File: config.mk
export PLATFORM = sky130hd
export DESIGN_NAME = gpt_capture_ctrl
export DESIGN_NICKNAME = d
export VERILOG_FILES = /design/src/rtl/gpt_pkg.sv /design/src/rtl/gpt_edge_detect.sv /design/src/rtl/gpt_capture_ctrl.sv
export SDC_FILE = /design/constraint.sdc
export NUM_CORES = 1
export LEC_CHECK = 0
export CAP_MARGIN = 5
export CORE_ASPECT_RATIO = 0.75
export CORE_UTILIZATION = 43
export CTS_CLUSTER_DIAMETER = 50
export DETAILED_ROUTE_END_ITERATION = 8
export PLACE_DENSITY_LB_ADDON = 0.05
export SYNTH_ARGS = -nofsm -noshare
export SYNTH_HDL_FRONTEND = slang
export SYNTH_HIERARCHICAL = 1
export SYNTH_SLANG_ARGS = --single-unit
export TNS_END_PERCENT = 20
File: constraint.sdc
create_clock -name clk_i -period 2.59 [get_ports clk_i]
set_clock_uncertainty 0.15 [all_clocks]
set_input_delay 0.777 -clock clk_i [delete_from_list [all_inputs] [get_ports clk_i]]
set_output_delay 0.777 -clock clk_i [all_outputs]
set_load 0.02 [all_outputs]
File: src/rtl/gpt_pkg.sv
// Shared types and helpers for the general-purpose timer capture channel.
package gpt_pkg;

    localparam int unsigned EV_W = 3;

    typedef enum logic [1:0] {
        ICPS_1 = 2'b00,
        ICPS_2 = 2'b01,
        ICPS_4 = 2'b10,
        ICPS_8 = 2'b11
    } icps_e;

    typedef enum logic [1:0] {
        EDGE_RISE = 2'b00,
        EDGE_FALL = 2'b01,
        EDGE_BOTH = 2'b10,
        EDGE_NONE = 2'b11
    } edge_sel_e;

    typedef enum logic [1:0] {
        CAP_IDLE     = 2'b00,
        CAP_ARMED    = 2'b01,
        CAP_CAPTURED = 2'b10,
        CAP_OVER     = 2'b11
    } cap_state_e;

    // Terminal event count (N-1) for a given prescale setting.
    function automatic logic [EV_W-1:0] icps_to_n(input icps_e icps);
        logic [EV_W-1:0] r;
        case (icps)
            ICPS_1:  r = EV_W'(0);
            ICPS_2:  r = EV_W'(1);
            ICPS_4:  r = EV_W'(3);
            default: r = EV_W'(7);
        endcase
        return r;
    endfunction

endpackage

File: src/rtl/gpt_edge_detect.sv
// Capture pin synchronizer, edge history and edge-select decode.
module gpt_edge_detect
    import gpt_pkg::*;
(
    input  logic       clk_i,
    input  logic       aresetn_i,
    input  logic       ic_i,
    input  logic [1:0] edge_sel_i,
    output logic       evt_c
);

    logic s1_q;
    logic s2_q;
    logic s3_q;
    logic rise_c;
    logic fall_c;

    // Two-flop synchronizer followed by a history flop for edge detection.
    always_ff @(posedge clk_i or negedge aresetn_i) begin
        if (!aresetn_i) begin
            s1_q <= 1'b0;
            s2_q <= 1'b0;
            s3_q <= 1'b0;
        end else begin
            s1_q <= ic_i;
            s2_q <= s1_q;
            s3_q <= s2_q;
        end
    end

    assign rise_c = s2_q & ~s3_q;
    assign fall_c = ~s2_q & s3_q;

    // Qualify the detected edge against the selected polarity.
    always_comb begin
        evt_c = 1'b0;
        case (edge_sel_e'(edge_sel_i))
            EDGE_RISE: evt_c = rise_c;
            EDGE_FALL: evt_c = fall_c;
            EDGE_BOTH: evt_c = rise_c | fall_c;
            default:   evt_c = 1'b0;
        endcase
    end

endmodule

File: src/rtl/gpt_capture_ctrl.sv
// Input-capture channel: prescaled edge capture of the timer count with read handshake.
module gpt_capture_ctrl
    import gpt_pkg::*;
#(
    parameter int unsigned CNT_W = 16
) (
    input  logic             clk_i,
    input  logic             aresetn_i,
    input  logic             cce_i,
    input  logic [1:0]       icps_i,
    input  logic [1:0]       edge_sel_i,
    input  logic             ic_i,
    input  logic [CNT_W-1:0] cnt_i,
    input  logic             rd_i,
    output logic [CNT_W-1:0] ccr_o,
    output logic             ccif_o,
    output logic             ovc_o,
    output logic             irq_o
);

    logic            evt_c;
    logic            cap_c;
    logic            cfg_chg_c;
    logic [1:0]      icps_q;
    logic [1:0]      edge_sel_q;
    logic [EV_W-1:0] ev_cnt_q;

    cap_state_e       state_q;
    cap_state_e       state_d;
    cap_state_e       eff_state_c;
    logic [CNT_W-1:0] ccr_d;
    logic             ccif_d;
    logic             ovc_d;
    logic             irq_d;

    gpt_edge_detect u_edge_detect (
        .clk_i      (clk_i),
        .aresetn_i  (aresetn_i),
        .ic_i       (ic_i),
        .edge_sel_i (edge_sel_i),
        .evt_c      (evt_c)
    );

    assign cfg_chg_c = (icps_i != icps_q) || (edge_sel_i != edge_sel_q);
    assign cap_c     = cce_i && evt_c && (ev_cnt_q == icps_to_n(icps_e'(icps_i)));

    // Prescale event counter; restarts on disable or any configuration change.
    always_ff @(posedge clk_i or negedge aresetn_i) begin
        if (!aresetn_i) begin
            icps_q     <= 2'b00;
            edge_sel_q <= 2'b00;
            ev_cnt_q   <= '0;
        end else begin
            icps_q     <= icps_i;
            edge_sel_q <= edge_sel_i;
            if (!cce_i || cfg_chg_c) begin
                ev_cnt_q <= '0;
            end else if (evt_c) begin
                ev_cnt_q <= cap_c ? '0 : ev_cnt_q + EV_W'(1);
            end
        end
    end

    // State, capture register and flag registers.
    always_ff @(posedge clk_i or negedge aresetn_i) begin
        if (!aresetn_i) begin
            state_q <= CAP_IDLE;
            ccr_o   <= '0;
            ccif_o  <= 1'b0;
            ovc_o   <= 1'b0;
            irq_o   <= 1'b0;
        end else begin
            state_q <= state_d;
            ccr_o   <= ccr_d;
            ccif_o  <= ccif_d;
            ovc_o   <= ovc_d;
            irq_o   <= irq_d;
        end
    end

    // Next state and flags; on re-enable the flags pick the resume state, a capture beats a read.
    always_comb begin
        state_d     = state_q;
        ccr_d       = ccr_o;
        ccif_d      = ccif_o;
        ovc_d       = ovc_o;
        irq_d       = 1'b0;
        eff_state_c = state_q;

        if (state_q == CAP_IDLE) begin
            eff_state_c = ccif_o ? (ovc_o ? CAP_OVER : CAP_CAPTURED) : CAP_ARMED;
        end

        if (!cce_i) begin
            state_d = CAP_IDLE;
            if (rd_i) begin
                ccif_d = 1'b0;
                ovc_d  = 1'b0;
            end
        end else if (cap_c) begin
            ccr_d  = cnt_i;
            irq_d  = 1'b1;
            ccif_d = 1'b1;
            if ((eff_state_c == CAP_ARMED) || rd_i) begin
                state_d = CAP_CAPTURED;
                ovc_d   = 1'b0;
            end else begin
                state_d = CAP_OVER;
                ovc_d   = 1'b1;
            end
        end else if (rd_i) begin
            state_d = CAP_ARMED;
            ccif_d  = 1'b0;
            ovc_d   = 1'b0;
        end else begin
            state_d = eff_state_c;
        end
    end

endmodule

==> results of run 1 <==
[final cells by class]
class / count / area share, %
Inverter: 8 / 1.47
Timing Repair Buffer: 54 / 26.8
Multi-Input combinational cell: 53 / 26.5
Tap cell: 38 / 2.33
Sequential cell: 31 / 38.0
Clock buffer: 8 / 4.90
[logic make-up (layout without fill, tap and decap cells)]
logic type / after synthesis / after routing / synth area share, %
XOR/XNOR: 1 / 1 / 0.655
AND/OR/NAND/NOR: 15 / 15 / 7.30
buffers and inverters: 10 / 70 / 3.93
multiplexers: 19 / 19 / 18.5
AO/OA/AOI/OAI: 15 / 15 / 8.79
adder cells (fa/ha/maj): 3 / 3 / 2.81
flip-flops: 31 / 31 / 58.0
[routing by layer]
metal  up-vias  global-route usage [%]  wire (µm)
met1       471                    25.5       1260
met4         0                    9.57         51
met2        34                    30.8       1350
met3         6                    7.27        171
li1        451                       -          -
met5         -                       0          0
[path summary, 6_finish.rpt]
path	startpoint	depth (start not counted)	slack, ps	endpoint
worst max-delay path	edge_sel_i[1]	5	60	ev_cnt_q[2]$_DFFE_PN0P_
worst min-delay path	u_edge_detect/s1_q$_DFF_PN0_	0	210	u_edge_detect/s2_q$_DFF_PN0_
worst max register to register	ev_cnt_q[1]$_DFFE_PN0P_	5	270	ccr_o[0]$_DFFE_PN0P_
worst min register to register	u_edge_detect/s1_q$_DFF_PN0_	0	210	u_edge_detect/s2_q$_DFF_PN0_
max in group asynchronous	aresetn_i	2	1250	ccr_o[7]$_DFFE_PN0P_
min in group asynchronous	aresetn_i	2	750	ccr_o[14]$_DFFE_PN0P_
[stage by stage]
stage / hold slack, ps / utilization (%)
finish: 212 / 69.1
CTS: 212 / 68.8
detailed placement: 197 / 63.4
global route: 214 / 69.1
floorplan: 181 / -
global placement: 186 / 63.4
[synthesized netlist by cell type (2+ instances only)]
cell,instances
dfrtp_1,31
mux2_4,10
inv_1,8
mux2_1,6
a21oi_1,5
ha_1,3
mux2i_1,3
nand2b_1,3
buf_6,2
nand4_1,2
o22ai_1,2
or4b_1,2
[state kept, by name (all words and copies together) (netlist names)]
register / flops
state_q: 2
u_edge_detect/s2_q: 1
u_edge_detect/s1_q: 1
edge_sel_q: 2
ovc_o: 1
irq_o: 1
icps_q: 2
ccr_o: 16
ccif_o: 1
ev_cnt_q: 3
u_edge_detect/s3_q: 1
[what timing repair did]
action | in CTS | in global routing
resized for setup | 11 | 2
setup endpoints to repair | 20 | 13
gates cloned | 1 | 0
pin swaps | 3 | 2
buffers inserted | 1 | 0
[report_power, final]
part           internal, W  switching (W)  leakage [nW]
sequential        0.000568      0.0000505         0.387
combinational     0.000274       0.000184         0.478
clock             0.000242       0.000161        0.0515
==> reports/qor.yml, run 1 <==
vias: 962
io_pins: 44
place.gp.congestion: 0.722
multi_input_comb_area_um2: 542
core.rowCount: 17
synth_edf_count: 0
wire_per_inst_um: 14.8
timing.final.crit_share_pct: 97.7
cp_data_required_time_ps: 2610
ys_seq_area_share_pct: 58.0
max_freq_mhz: 395
synth_warnings: 6
grt_max_degree: 32
final_common_cell: "clkdlybuf4s50_1"
crit_path_end_kind: "flop"
max_stage_delay_ps: 530
hp-class: "flop to flop"
antenna_found_initial: 0
p_leak_nw: 0.916
io_buffer_count: 43
hold_viol: 0
worstPathMaxFanout: 4
firstDrtPassIters: 4
final_area_um2: 2040
yosysUniqueCellTypes: 29
h-tree-depth: 2
vias_per_cell: 5.01
final_antenna_net_count: 0
drive_above_1_share_pct: 26.0
area_growth_syn_to_layout_pct: 52.8
setup_ws_ps: 59.4
slew_viol_final: 0
start_kind: "input pin"
vdd_drop_max_mv: 0.474
postPlaceCellArea_um2: 1870
avgSynthCellArea_um2: 14.2
cp_slowest_cell: "or4b_4"
start_util_pct: 45.2
finalSetupViolCount: 0
synth_top_cell_area_share_pct: 58.0
layout_common_cells: "clkdlybuf4s50_1, dfrtp_1, mux2_4, inv_1, buf_4"
numCtsBuffers: 5
cts_hold_buf: 0
grt_pass1_wl_um: 4890
coreArea_um2: 2960
track_usage_pct: 20.2
cts_sinks: 31
synth_area_leaders: "dfrtp_1, mux2_4, mux2_1"
drt_wl_total_um: 2840
syn_area_um2: 1340
drc: 0
final_cells: 192
cp.buffers_inverters: 2
place_inst: 182
gr-total-overflow: 0
place_worst_setup_slack_ps: -447
cp_data_arrival_time_ps: 2550
root_buffer: "clkbuf_8"
fp.dieH_um: 50.3
max_cap_violations: 0
seq_area_um2: 776
status: "complete, no violations"
diodes: 0
syn_nets: 122
relSlewSlack_pct: 74.1
tns_ps: 0
drt_iter0_drc: 59
crit_family: "simple AND/OR/NAND/NOR gates"
dieWidth_um: 66.4
p_per_area_nw_per_um2: 724
synth_ff_type: "dfrtp_1"
clk_path_buf_depth: 2
ys_async_sr_fraction_pct: 100
clkLatencyLatePin_ps: 270
crit_path_cell_trace: "clkdlybuf4s50_1 > inv_1 > a222oi_1 > or4b_4 > nor4_2"
min_period_ps: 2530
nFillCells: 217
grt_pass1_vias: 1050
power_w: 0.00148
fin_nets: 181
cts_tree: "built"
place.detailed.hpwl_um: 1810
dieArea_um2: 3340
ys_ff_latch: 31
syn_inst: 94
cts.clk_slew.worst_paths_ps: 60
netlist.top_cell.by_area: "dfrtp_1"
worst_pin_slew_ps: 388
path_class: "input pin to flop"
Note: power is estimated with default switching activity, not from simulation.
==> run 2, diff against run 1 <==
--- a/config.mk
+++ b/config.mk
@@ -11,6 +11,7 @@
 export CTS_CLUSTER_DIAMETER = 50
 export DETAILED_ROUTE_END_ITERATION = 8
 export PLACE_DENSITY_LB_ADDON = 0.05
+export SLEW_MARGIN = 30
 export SYNTH_ARGS = -nofsm -noshare
 export SYNTH_HDL_FRONTEND = slang
 export SYNTH_HIERARCHICAL = 1
==> results of run 2 <==
Final layout, timing and power as in run 1 (identical DEF).
==> run 3, diff against run 2 <==
--- a/config.mk
+++ b/config.mk
@@ -7,6 +7,7 @@
 export LEC_CHECK = 0
 export CAP_MARGIN = 5
 export CORE_ASPECT_RATIO = 0.75
+export CORE_MARGIN = 4
 export CORE_UTILIZATION = 43
 export CTS_CLUSTER_DIAMETER = 50
 export DETAILED_ROUTE_END_ITERATION = 8
==> run 3 against run 2 <==
Effect of this change: combinational power is essentially flat; die area grew 22%; largest cell class unchanged; via count is the same; sequential cell count stayed put; final area is 1.1% lower; non-clock buffer count rose by 2; worst hold slack got worse by 7.7 ps; sequential power hardly changed; critical path depth is 2 higher; utilization is 0.76 points lower; first-iteration DRC count fell by 1.7%.
==> reports/qor.yml, run 3 (synthesis gave the netlist of run 1 again) <==
status: "complete, no violations"
track_usage_pct: 16.0
place_worst_setup_slack_ps: -418
start_util_pct: 45.2
finalSetupViolCount: 0
tns_ps: 0
timing.final.crit_share_pct: 97.2
firstDrtPassIters: 4
cts.clk_slew.worst_paths_ps: 60
place.gp.congestion: 0.840
final_antenna_net_count: 0
numCtsBuffers: 5
vias_per_cell: 5.01
p_per_area_nw_per_um2: 695
grt_pass1_vias: 1070
cts_tree: "built"
clkLatencyLatePin_ps: 270
power.share.switching_pct: 27.4
vdd_drop_max_mv: 0.480
setup_ws_ps: 71.6
power.clock.fraction_pct: 23.3
io_buffer_count: 43
start_kind: "input pin"
grt_pass1_wl_um: 4920
slew_viol_final: 0
r2r_slack_ps: 290
coreArea_um2: 2960
pwr-share-comb_pct: 32.7
diodes: 0
power.switching_w: 0.000385
drt_wl_total_um: 2840
io_pins: 44
max_cap_violations: 0
cp_data_arrival_time_ps: 2520
fp.dieH_um: 56.3
area_growth_syn_to_layout_pct: 51.1
p_int_w: 0.00102
relSlewSlack_pct: 73.8
top_regs: "ccr_o (16), ev_cnt_q (3)"
dieWidth_um: 72.4
worstPathMaxFanout: 6
crit_path_end_kind: "flop"
cp_data_required_time_ps: 2590
gr-total-overflow: 0
seq_power_share_pct: 44.0
vias: 962
dieArea_um2: 4080
final_common_cell: "clkdlybuf4s50_1"
regMostFlops: "ccr_o"
power_w: 0.00141
wire_per_inst_um: 14.8
root_buffer: "clkbuf_8"
hp-class: "flop to flop"
max_freq_mhz: 397
core.rowCount: 17
largest_reg_flops: 16
cts_sinks: 31
cts_hold_buf: 0
path_class: "input pin to flop"
h-tree-depth: 2
drive_above_1_share_pct: 24.7
place.detailed.hpwl_um: 1960
fin_nets: 183
min_period_ps: 2520
holdPathStages: 0
grt_max_degree: 32
hold_viol: 0
clk_path_buf_depth: 2
drc: 0
grt_setup_unrepaired: "no"
layout_common_cells: "clkdlybuf4s50_1, dfrtp_1, mux2_4, buf_4, inv_1"
p_leak_nw: 0.912
drt_iter0_drc: 58
antenna_found_initial: 0
worst_pin_slew_ps: 393
r2r_cells: 6
## run 3: changes by cell type in the layout (fill, tap and decap cells not counted), sizes merged
cell and delta:
buf +2, clkbuf -2
## run 3: stage by stage
step / hold slack, ps / instances / instance area [µm²] / utilization (%)
6_report: 205 / 192 / 2020 / 68.3
3_5_place_dp: 199 / 182 / 1870 / 63.4
2_1_floorplan: 181 / 94 / 1340 / -
4_1_cts: 212 / 190 / 2010 / 67.8
5_1_grt: 222 / 192 / 2020 / 68.3
3_3_place_gp: 186 / 182 / 1870 / 63.4
## run 3: power by group through the flow
stage | Sequential, W | Clock [W] | Combinational [W]
floorplan | 0.000710 | 0 | 0.000109
global placement | 0.000619 | 0 | 0.000429
detailed placement | 0.000618 | 0 | 0.000437
CTS | 0.000618 | 0.000344 | 0.000464
global route | 0.000629 | 0.000365 | 0.000486
finish | 0.000618 | 0.000327 | 0.000460
## run 3: worst paths after layout
| path | end | from |
|---|---|---|
| worst max-delay path | ccr_o[10]$_DFFE_PN0P_ | cce_i |
| worst min-delay path | u_edge_detect/s2_q$_DFF_PN0_ | u_edge_detect/s1_q$_DFF_PN0_ |
| worst max register to register | ccr_o[10]$_DFFE_PN0P_ | ev_cnt_q[1]$_DFFE_PN0P_ |
| worst min register to register | u_edge_detect/s2_q$_DFF_PN0_ | u_edge_detect/s1_q$_DFF_PN0_ |
| max in group asynchronous | ev_cnt_q[2]$_DFFE_PN0P_ | aresetn_i |
| min in group asynchronous | ccr_o[14]$_DFFE_PN0P_ | aresetn_i |
## run 3: layout make-up
| cell class | instances | area [µm²] |
|---|---|---|
| clock buffers | 6 | 72.6 |
| fillers | 223 | 936 |
| inverters | 8 | 30.0 |
| multi-input cells | 53 | 532 |
| flip-flops and latches | 31 | 776 |
| well taps | 38 | 47.5 |
| repair buffers | 56 | 563 |
## run 3: worst max-delay path, cell delays in order
cell and delay, ps:
dlygate4sd2_1 230, or4b_1 450, a211o_1 330, a21boi_4 170, buf_4 160, buf_16 120
mux2_4 290
## run 3: what timing repair did
item                                   in CTS  in global routing
setup endpoints to repair                  19                 18
cloned                                      1                  0
buffers inserted                            1                  2
resized for setup                          11                  0
endpoints found under the hold margin       0                  0
pin swaps                                   3                  2
## run 3: metal layers
layer  share of wire [%]  vias to the layer above  track usage [%]
met4                0.95                        0             5.53
met1                  42                      462             18.4
met2                  48                       43             27.1
li1                    -                      453                -
met3                 8.5                        4             6.26
met5                   0                        -                0
